$ cat config.mk
export PLATFORM = sky130hd
export DESIGN_NAME = seq_det_sched
export DESIGN_NICKNAME = d
export VERILOG_FILES = /design/src/rtl/seq_det_pkg.sv /design/src/rtl/seq_det_core.sv /design/src/rtl/seq_det_sched.sv
export SDC_FILE = /design/constraint.sdc
export NUM_CORES = 1
export LEC_CHECK = 0
export CORE_MARGIN = 3
export CORE_UTILIZATION = 40
export DETAILED_ROUTE_END_ITERATION = 12
export PLACE_DENSITY_LB_ADDON = 0.3
export SYNTH_ARGS = -nofsm -noshare
export SYNTH_HDL_FRONTEND = slang
export SYNTH_HIERARCHICAL = 1
export SYNTH_SLANG_ARGS = --single-unit
$ cat constraint.sdc
create_clock -name clk -period 4 [get_ports clk]
set_input_delay 0.8 -clock clk [delete_from_list [all_inputs] [get_ports clk]]
set_output_delay 0.8 -clock clk [all_outputs]
set_load 0.02 [all_outputs]
$ cat src/rtl/seq_det_pkg.sv
// -----------------------------------------------------------------------------
// seq_det_pkg
// Shared definitions for the time-multiplexed sequence detector:
//   det_state_e      - detector state = number of pattern prefix bits matched
//   PATTERN_DEFAULT  - default 4-bit pattern, MSB is the first bit received
//   det_step_t       - {next_state, hit} result of one detector step
//   det_next()       - overlapping Mealy step for an arbitrary 4-bit pattern
// -----------------------------------------------------------------------------
package seq_det_pkg;

  typedef enum logic [1:0] {
    S0 = 2'd0,
    S1 = 2'd1,
    S2 = 2'd2,
    S3 = 2'd3
  } det_state_e;

  localparam logic [3:0] PATTERN_DEFAULT = 4'b1101;

  typedef struct packed {
    det_state_e next_state;
    logic       hit;
  } det_step_t;

  // One detector step. The received history is rebuilt as the matched prefix
  // followed by the new bit (newest bit in the LSB). The next state is the
  // longest suffix of that history which is also a proper prefix of the
  // pattern, so overlapping occurrences are kept.
  function automatic det_step_t det_next(input det_state_e state,
                                         input logic       bit_in,
                                         input logic [3:0] pattern);
    det_step_t  step;
    logic [4:0] hist;
    logic [4:0] mask;
    logic [4:0] pre;
    int         matched;
    matched         = int'(state);
    hist            = {1'b0, pattern} >> (4 - matched);
    hist            = {hist[3:0], bit_in};
    step.hit        = (matched == 3) && (hist[3:0] == pattern);
    step.next_state = S0;
    // Ascending scan: the last match wins, which is the longest one.
    for (int len = 1; len <= 3; len++) begin
      mask = 5'((1 << len) - 1);
      pre  = {1'b0, pattern} >> (4 - len);
      if ((len <= matched + 1) && ((hist & mask) == pre)) begin
        step.next_state = det_state_e'(2'(len));
      end
    end
    return step;
  endfunction

endpackage

$ cat src/rtl/seq_det_core.sv
// -----------------------------------------------------------------------------
// seq_det_core
// Purely combinational shared detector datapath, evaluated for whichever
// channel currently holds the grant.
// Ports:
//   state_i       current detector state of the granted channel
//   bit_i         serial bit being consumed
//   next_state_o  state to write back for that channel
//   hit_o         Mealy output: this bit completes the pattern
// -----------------------------------------------------------------------------
module seq_det_core
  import seq_det_pkg::*;
#(
  parameter logic [3:0] PATTERN = PATTERN_DEFAULT
) (
  input  det_state_e state_i,
  input  logic       bit_i,
  output det_state_e next_state_o,
  output logic       hit_o
);

  det_step_t step;

  always_comb begin
    step = det_next(state_i, bit_i, PATTERN);
  end

  assign next_state_o = step.next_state;
  assign hit_o        = step.hit;

endmodule

$ cat src/rtl/seq_det_sched.sv
// -----------------------------------------------------------------------------
// seq_det_sched
// Shares one overlapping Mealy sequence detector across N serial streams.
// A round-robin arbiter consumes at most one bit per cycle; per-channel
// detector state and saturating hit counters live in register arrays.
// Ports:
//   clk, rst      rising-edge clock, asynchronous active-high reset
//   req[N]        channel has a valid bit on bits[i], held until ack[i]
//   bits[N]       serial data bit per channel
//   clr[N]        synchronous per-channel clear of state and hit counter
//   ack[N]        one-hot-or-zero grant, combinational
//   det_valid     registered: a bit was consumed in the previous cycle
//   det_ch        registered: channel of that bit
//   det_hit       registered: that bit completed the pattern
//   rd_sel        hit-counter read select
//   rd_cnt        combinational hit_cnt[rd_sel], 0 when out of range
// -----------------------------------------------------------------------------
module seq_det_sched
  import seq_det_pkg::*;
#(
  parameter  int         N       = 4,
  parameter  logic [3:0] PATTERN = PATTERN_DEFAULT,
  parameter  int         CNT_W   = 8,
  localparam int         CW      = $clog2(N)
) (
  input  logic             clk,
  input  logic             rst,
  input  logic [N-1:0]     req,
  input  logic [N-1:0]     bits,
  input  logic [N-1:0]     clr,
  output logic [N-1:0]     ack,
  output logic             det_valid,
  output logic [CW-1:0]    det_ch,
  output logic             det_hit,
  input  logic [CW-1:0]    rd_sel,
  output logic [CNT_W-1:0] rd_cnt
);

  // ---------------------------------------------------------------------------
  // State
  // ---------------------------------------------------------------------------
  det_state_e       state_q   [N];
  logic [CNT_W-1:0] hit_cnt_q [N];
  logic [CW-1:0]    rr_ptr_q, rr_ptr_d;
  logic             det_valid_q;
  logic [CW-1:0]    det_ch_q;
  logic             det_hit_q;

  // ---------------------------------------------------------------------------
  // Round-robin arbitration
  // ---------------------------------------------------------------------------
  logic [N-1:0]  elig;
  logic          gnt_vld;
  logic [CW-1:0] gnt_idx;

  // A channel being cleared must not be consumed in the same cycle.
  assign elig = req & ~clr;

  // NOTE: every combinational output gets a default before any conditional
  // assignment so no path leaves it unassigned and no latch is inferred.
  always_comb begin
    gnt_vld = 1'b0;
    gnt_idx = '0;
    for (int i = 0; i < N; i++) begin
      int            pos;
      logic [CW-1:0] cand;
      pos = int'(rr_ptr_q) + i;
      if (pos >= N) pos = pos - N;
      cand = CW'(pos);
      if (!gnt_vld && elig[cand]) begin
        gnt_vld = 1'b1;
        gnt_idx = cand;
      end
    end
  end

  always_comb begin
    ack = '0;
    if (gnt_vld && !rst) ack[gnt_idx] = 1'b1;
  end

  always_comb begin
    rr_ptr_d = rr_ptr_q;
    if (gnt_vld) begin
      rr_ptr_d = (gnt_idx == CW'(N - 1)) ? '0 : gnt_idx + 1'b1;
    end
  end

  // ---------------------------------------------------------------------------
  // Shared detector, fed with the granted channel's state
  // ---------------------------------------------------------------------------
  det_state_e cur_state;
  det_state_e core_next;
  logic       core_hit;

  assign cur_state = state_q[gnt_idx];

  seq_det_core #(
    .PATTERN (PATTERN)
  ) u_core (
    .state_i      (cur_state),
    .bit_i        (bits[gnt_idx]),
    .next_state_o (core_next),
    .hit_o        (core_hit)
  );

  // ---------------------------------------------------------------------------
  // Sequential update
  // ---------------------------------------------------------------------------
  // NOTE: the state and counter arrays are reset explicitly; partial matches
  // and counts must not survive reset, so they cannot map to reset-less RAM.
  always_ff @(posedge clk or posedge rst) begin
    if (rst) begin
      rr_ptr_q    <= '0;
      det_valid_q <= 1'b0;
      det_ch_q    <= '0;
      det_hit_q   <= 1'b0;
      for (int i = 0; i < N; i++) begin
        state_q[i]   <= S0;
        hit_cnt_q[i] <= '0;
      end
    end else begin
      // NOTE: non-blocking assignments throughout, so every register samples
      // pre-edge values regardless of statement order.
      rr_ptr_q    <= rr_ptr_d;
      det_valid_q <= gnt_vld;
      if (gnt_vld) begin
        det_ch_q  <= gnt_idx;
        det_hit_q <= core_hit;
      end
      for (int i = 0; i < N; i++) begin
        if (clr[i]) begin
          // Clear wins over any update to the same channel.
          state_q[i]   <= S0;
          hit_cnt_q[i] <= '0;
        end else if (gnt_vld && (gnt_idx == CW'(i))) begin
          state_q[i] <= core_next;
          if (core_hit && (hit_cnt_q[i] != '1)) begin
            hit_cnt_q[i] <= hit_cnt_q[i] + 1'b1;
          end
        end
      end
    end
  end

  // ---------------------------------------------------------------------------
  // Outputs
  // ---------------------------------------------------------------------------
  assign det_valid = det_valid_q;
  assign det_ch    = det_ch_q;
  assign det_hit   = det_hit_q;

  // Select values beyond N-1 exist only when N is not a power of two.
  always_comb begin
    rd_cnt = '0;
    if (int'(rd_sel) < N) rd_cnt = hit_cnt_q[rd_sel];
  end

endmodule

==> impl_results.md <==
* Count of final hold-check violations at 0
* Crit Path Max Fanout at 6
* Simple-Gate Fraction of Synth Area at 0.259
* Post-Synthesis Cells at 300
* Syn. warnings at 6
* Leak Pwr at approximately 1.5 nW
* First-pass GRT wire length at 11.6 mm
* CTS Hold Buffers Added at 0
* # rows at 30
* Mux contribution to synthesized area at 0.110
* Finished Layout Cells at about 450
* Fmax achieved at 0.262 GHz
* GRT Overall Usage at 0.171
* Most used DFF post-synth: dfrtp_1
* Vias in the first global route at 2392
* Post-Syn Area at 2880 µm²
* Drt total wl at 6.60 mm
* Post-synth EDFFs at 0
* Place WS at -27.2 ps
* Post-route cell area at between 3000 and 4000 µm²
* Xor and xnor area share after synthesis at 0.0761
* CP Data Required Time at ~3200 ps
* Yosys reg bits at 46
* Via count at ~2400
* DP HPWL at 5.09 mm
* Synth-to-layout area growth at 21.8%
* CP Launch Type: input pin
* Clk root buf: clkbuf_8
* Adder and majority gate portion of the synthesized area at 0.0565
* Cell variety after synth at between 40 and 50
* Crit path launch: clr[3]
* Setup-failing EPs final at 0
* Port Buffers at 31
* CP Capture Type: output pin
* TritonCTS buffer count at 5
* Antenna violations before repair at 0
* Final Slew Violations at 0
* Post-CTS Setup Bufs at 0
* Crit path time final at 3820 ps
* Placement Cell Area at 3420 µm²
* Cell Pwr Density at 276 nW/µm²
* RSZ-0062 raised after global routing: false
* Die area at 8250 µm²
* Most frequent cells in the layout: dfrtp_1 (46), nor2_1 (38), nand2_1 (34)
* Clock skew at 8.78 ps
* Worst EP arrival at 3020 ps
* PostCTS Resize Cnt at 0
* Final setup TNS at 0 ps
* Largest net degree at the start of global routing at 29
* Hold slack at between 400 and 500 ps
* Post-synthesis sequential area ratio at 0.400
* DRC viols at 0
* Crit share post-route at 0.956
* GP Congestion at 0.855
* Drt first pass iters at 4
* Worst-margin pin slew at a little under 900 ps
* Proportion of layout cells with a drive suffix above 1 at 0.146
* WS Path Type: input pin to output pin
* Maximum VDD drop at approximately 0.15 mV
* CTS tree: done
* Slowest stage delay, CP at between 500 and 600 ps
* H-Tree Depth at 2
* Die X-Extent at between 90 and 100 µm
* Skew-Pair Late Insertion Delay at 290 ps
* Clock tree buffer depth at 2
* DRT iter0 DRCs at between 150 and 200
* Mean Syn Cell Area at 9.59 µm²
* Setup slack after layout at 176 ps
* Largest family of logic cells by synthesized area: simple AND/OR/NAND/NOR gates
* Grt total ovfl at 0
* Clock-pin slew on the worst setup and hold paths at 80 ps
* Syn_nets at about 330
* Max-cap violation count at 0
* Ys async rst share at 1.00
* Area of the core at around 6900 µm²
* Status: finished, final reports clean
* Initial Utilization at 0.419
* Antenna Nets Post-Route at 0
* Inst Count DP at around 440
* Hold WC Path Type: flip-flop to flip-flop
* Slowest library cell on the worst path: clkdlybuf4s50_1
* CTS sink cnt at 46
* DR WL/cell at 14.8 µm
* Slew headroom at 0.407
* Final nets at 377
* Worst-path cell chain: clkdlybuf4s50_1 -> nand2b_1 -> a21boi_0 -> o21ai_2 -> buf_4 -> inv_1 -> ha_1 -> and3_1 -> clkdlybuf4s50_1
* Reg2reg start: rr_ptr_q[1]
* I/O pin count at 32
* DR vias/cell at 5.31
* Min-Delay Startpoint: det_ch[0]
* Most common cell after layout, fill and taps aside: dfrtp_1
* Compound-Gate Fraction of Synth Area at 0.0691
* Antenna cells at 0
* Most common cell on crit path: clkdlybuf4s50_1
* Die H at 90.8 µm
synthesized netlist by cell type, types with 3 or more instances:
cell,number,share of area
nand4_1,10,0.022
and3_1,7,0.015
nand2_1,34,0.044
o21ai_0,3,0.0052
inv_1,7,0.0091
mux2i_1,12,0.042
dfrtp_1,46,0.40
xnor2_1,18,0.055
buf_2,5,0.0087
clkbuf_1,5,0.0065
nor3_1,11,0.019
nor4_1,6,0.013
ha_1,13,0.057
xor2_1,7,0.021
mux4_2,8,0.063
nand3_1,20,0.035
nor2_1,38,0.050
nand2b_1,3,0.0065
a21oi_1,14,0.024
report_power, final:
group / switching, mW / total, mW / leakage [nW] / internal [mW]
registers: 0.0117 / 0.489 / 0.630 / 0.478
clock network: 0.157 / 0.280 / 0.0452 / 0.124
logic: 0.110 / 0.198 / 0.799 / 0.0880
total: 0.278 / 0.967 / 1.47 / 0.689
through the flow:
stage	power [mW]	utilization
floorplan	0.613	-
global placement	0.694	0.498
detailed placement	0.699	0.498
CTS	0.980	0.510
global route	1.02	0.510
finish	0.967	0.510
registers in the layout, summed over array words and instances, names as in the netlist:
| register | flops |
|---|---|
| hit_cnt_q | 32 |
| state_q | 8 |
| det_ch | 2 |
| rr_ptr_q | 2 |
| det_hit | 1 |
| det_valid | 1 |
worst max-delay path: cells and delay by family:
kind | cells | cell delay, ps
AOI/OAI and AO/OA | 2 | 450
adders and majority gates | 1 | 190
buffers and inverters | 4 | 1260
and+or+nand+nor | 2 | 330
final cells by class:
cell class / instances / area [µm²]
tap: 96 / 120
clock inverter: 2 / 13.8
clock buffer: 6 / 72.6
multi-input combinational: 234 / 1640
sequential: 46 / 1150
fill: 641 / 3360
inverter: 8 / 30.0
timing repair buffer: 53 / 475
final timing paths:
check / end / slack, ps / cells after the start
setup / recovery: ack[3] / 180 / 9
hold / removal: det_ch[0] / 470 / 2
setup reg to reg: hit_cnt_q[1] / 920 / 12
hold reg to reg: det_ch[0] / 470 / 2
max in group asynchronous: det_hit / 2620 / 3
min in group asynchronous: state_q[2] / 750 / 2
layer usage:
metal	GRT usage	part of all wire	vias up
li1	-	-	1154
met1	0.233	0.47	1130
met2	0.275	0.47	70
met3	0.0375	0.059	9
met4	0.0440	0.011	0
met5	0	0	-
logic make-up after synthesis:
family | count (synthesis)
multiplexers | 21
AO/OA/AOI/OAI | 28
flip-flops | 46
AND/OR/NAND/NOR | 147
adder cells (fa/ha/maj) | 13
XOR/XNOR | 25
buffers and inverters | 20
(Power assumes the default switching activity.)
==> patch 1: new RTL, same flow settings <==
Set the parameter `N` to 2 (it was 4).
--- a/src/rtl/seq_det_sched.sv
+++ b/src/rtl/seq_det_sched.sv
@@ -19,5 +19,5 @@
   import seq_det_pkg::*;
 #(
-  parameter  int         N       = 4,
+  parameter  int         N       = 2,
   parameter  logic [3:0] PATTERN = PATTERN_DEFAULT,
   parameter  int         CNT_W   = 8,
Interface: changed (6 resized); port bits go from 32 to 22. No check against the original RTL was run, so the function may have changed too.
==> patch 1 against the unedited design <==
Total power down 51%. Cell area down 47%. Clock power down 41%. Area after synthesis down 47%. Largest power group unchanged. Wire length down 51%. Core utilization up 2.5 points. Setup slack better by 98 ps. Largest cell class unchanged. Highest routed layer unchanged. Sequential cell count down 22.
==> patch 1: results (changes against the unedited design) <==
metric;value;unit;change
hold_path.class;flip-flop to flip-flop;;unchanged
yosysSeqAreaShare;39.47;%;was 40.00%
synthAdderAreaFrac;5.757;%;was 5.652%
antenna_found_initial;0;;unchanged
synth_xor_area_share;0.5757;%;was 7.609%
antenna_cells;0;;unchanged
hold_slack;480.4;ps;was 474.0 ps
cts_resized;0;;unchanged
synth.top_cells.by_count;dfrtp_1 (24), nand2_1 (15), inv_1 (10), mux2_2 (10), nor2_1 (10);;was dfrtp_1 (46), nor2_1 (38), nand2_1 (34)
place_inst;227;;was 437
mappedNetlistNets;174;;was 329
slew_viol_final;0;;unchanged
drive_above_1_share;14.05;%;was 14.61%
netlist_top_cells_area;dfrtp_1 (39%), mux2_2 (7.4%), ha_1 (5.8%), nand2_1 (3.7%), a21oi_1 (3.0%);;was dfrtp_1 (40%), mux4_2 (6.3%), ha_1 (5.7%), xnor2_1 (5.5%), nor2_1 (5.0%)
grt_pass1_wl;6.092;mm;was 11.55 mm
path_max_fanout;6;;unchanged
layout.nets;202;;was 377
async_reset_ff_share;100.0;%;unchanged
gp_congestion;0.8928;;was 0.8549
grt_max_degree;25;;was 29
synthMuxAreaShare;10.12;%;was 10.96%
avgViaCountPerCell;5.424;;was 5.310
leakage;0.0008069;uW;was 0.001475 uW
wire_per_inst;14.12;um;was 14.83 um
top_regs;hit_cnt_q x16, state_q x4;;was hit_cnt_q x32, state_q x8
grt_pass1_vias;1321;;was 2392
fin_skew;2.336;ps;was 8.782 ps
netlist_instances;158;;was 300
cts_setup_buffers;0;;unchanged
fill_cells;325;;was 641
ys.flop_type;dfrtp_1;;unchanged
drtIter0Drc;56;;was 180
reg2reg_slack;880;ps;was 920 ps
p_switching;111.4;uW;was 278.0 uW
yosysWarnings;6;;unchanged
synth-compound-area-share;13.82;%;was 6.913%
clock_path_buffers;2;;unchanged
io_buffers;21;;was 31
root_buffer;clkbuf_8;;unchanged
grt_use_total;17.39;%;was 17.05%
outcome;finished, final reports clean;;unchanged
synth.distinct_cells;41;;was 48
clk_latency;260;ps;was 290 ps
cts_max_level;1;;was 2
std_cell_rows;21;;was 30
dr_total_vias;1253;;was 2363
max_slew_margin;70.82;%;was 40.69%
dp_hpwl;2.569;mm;was 5.087 mm
dr.pass1.iters;4;;unchanged
peakVddDrop;0.1520;mV;was 0.1515 mV
cp.arrival;3920;ps;was 3020 ps
cts_buffers;3;;was 5
placed_cell_area;1817;sq um;was 3418 sq um
clkTransAtPathRegs;90;ps;
patch 1: changes by cell type in the layout (fill, tap and decap cells not counted), sizes merged, moves of 8 or more:
cell	unedited run	this run
clkdlybuf4s50	31	21
nand4	11	3
mux2	1	11
dfrtp	46	24
xnor2	18	0
nor2	39	10
mux2i	12	3
nand3	20	9
buf	22	6
nand2	34	15
mux4	8	0
nor3	12	4
patch 1: critical path, cell delays in order:
cell             delay [ps]
clkdlybuf4s50_1         500
nor3b_2                 390
nor3b_2                 120
mux2_2                  340
inv_1                   120
ha_1                    290
and4b_1                 380
and3b_2                 250
o2111ai_4               140
or4_1                   430
a21oi_1                 150
patch 1: routing by layer:
layer  up-vias  part of all wire, %  GRT usage (%)
met4         0                 0.83          5.063
li1        630                    -              -
met3         4                  3.3          1.997
met1       589                   47          23.83
met5         -                    0              0
met2        30                   49          28.68
patch 1: layout make-up:
type / instances / area, sq um / area share (%)
Inverter: 10 / 37.54 / 2.005
Timing Repair Buffer: 27 / 255.2 / 13.64
Tap cell: 46 / 57.56 / 3.075
Multi-Input combinational cell: 120 / 865.8 / 46.26
Clock buffer: 4 / 55.05 / 2.941
Sequential cell: 24 / 600.6 / 32.09
patch 1: final timing paths:
path                       startpoint       endpoint  cells after the start
setup / recovery               req[0]  hit_cnt_q[15]                     11
hold / removal                 det_ch         det_ch                      1
setup reg to reg             rr_ptr_q  hit_cnt_q[15]                     10
hold reg to reg                det_ch         det_ch                      1
max in group asynchronous         rst     state_q[3]                      3
min in group asynchronous         rst       rr_ptr_q                      3
patch 1: kinds of logic after synthesis:
logic type,Yosys count
compound gates,31
xor+xnor,1
fa+ha+maj,7
buf+inv,14
flops,24
mux,14
simple gates,67
patch 1: stage by stage:
stage	setup slack (ps)	utilization, %
after floorplan	517.5	-
after CTS	307.7	53.56
after detailed placement	38.82	51.99
after global placement	140.0	51.99
after global routing	16.22	53.56
final	274.5	53.56
patch 1: power groups by stage:
stage | logic [uW] | clock network, uW | registers (uW)
detailed placement | 59.0 | 0 | 256
finish | 58.4 | 164 | 251
floorplan | 29.8 | 0 | 257
global route | 64.4 | 182 | 251
global placement | 56.9 | 0 | 255
CTS | 59.1 | 169 | 251
==> patch 2: new RTL, config.mk and constraints unchanged <==
Made on the original files. Reset style: synchronous (`rst`), changed in one clocked block. Comments in the files are not updated.
--- a/src/rtl/seq_det_sched.sv
+++ b/src/rtl/seq_det_sched.sv
@@ -110,5 +110,5 @@
   // NOTE: the state and counter arrays are reset explicitly; partial matches
   // and counts must not survive reset, so they cannot map to reset-less RAM.
-  always_ff @(posedge clk or posedge rst) begin
+  always_ff @(posedge clk) begin
     if (rst) begin
       rr_ptr_q    <= '0;
Function: differs if rst is asserted again (counterexample within 4 cycles, from zero or initial values and one cycle with rst high); with rst held inactive, the same outputs for 4 cycles.
==> patch 2 against the unedited design <==
Register-to-register slack got worse by 90 ps. Total power increased by 25%. First-iteration DRC count decreased by 39%. Area after synthesis decreased by 3.9%. Setup slack improved by 34 ps. Sequential power increased by 17%. Cell area increased by 2.9%. Sequential cell count unchanged. Wire length decreased by 6.0%. Critical path type unchanged. Largest power group unchanged.
==> patch 2: results (changes against the unedited design) <==
metric;value;unit;change
grt_use_met3;3.041;%;was 3.750%
reg2reg_slack;830;ps;was 920 ps
outcome;finished, final reports clean;;unchanged
synth_edf_count;40;;was 0
gp_congestion;0.8693;;was 0.8549
fin_crit_sh;94.74;%;was 95.60%
dr_total_vias;2151;;was 2363
leakage;0.001448;uW;was 0.001475 uW
grt_use_met1;24.34;%;was 23.28%
grt_pass1_wl;10.34;mm;was 11.55 mm
drive_above_1_share;21.56;%;was 14.61%
yosysSeqAreaShare;47.78;%;was 40.00%
hp-start;det_ch[0];;unchanged
avgViaCountPerCell;5.234;;was 5.310
post-place-ws;-71.80;ps;was -27.24 ps
r2r_cells;13;;was 12
max_stage_delay;460;ps;was 550 ps
max_slew_margin;65.98;%;was 40.69%
power_density;335.0;nW/um^2;was 276.0 nW/um^2
mappedNetlistNets;287;;was 329
drtIter0Drc;110;;was 180
synth.distinct_cells;41;;was 48
fin_skew;9.020;ps;was 8.782 ps
path_max_fanout;9;;was 6
combPwrFrac;23.8;%;was 20.4%
grt.met2_usage;26.59;%;was 27.49%
grt_max_degree;16;;was 29
## patch 2: changes by cell type after synthesis, moves of 6 or more
cell / delta
nand3_1: -6
nand4_1: -8
nor2_1: +12
nand2_1: -13
xor2_1: +7
dfxtp_1: +6
mux2i_1: -8
edfxtp_1: +40
xnor2_1: -9
a21oi_1: -6
nor4_1: -6
nor3_1: -8
dfrtp_1: -46
## patch 2: cells by family after synthesis
| group | count (synthesis) | synth area share, % |
|---|---|---|
| simple gates | 119 | 21.45 |
| flops | 46 | 47.78 |
| compound gates | 29 | 7.375 |
| xor+xnor | 23 | 7.285 |
| buf+inv | 16 | 2.262 |
| fa+ha+maj | 13 | 5.882 |
| mux | 12 | 7.964 |
## patch 2: cell type report
type | instances | area [sq um]
flip-flops and latches | 46 | 1321
fillers | 572 | 2927
well taps | 77 | 96.34
inverters | 12 | 45.04
multi-input cells | 196 | 1384
clock buffers | 5 | 68.82
clock inverters | 3 | 43.79
repair buffers | 72 | 645.6
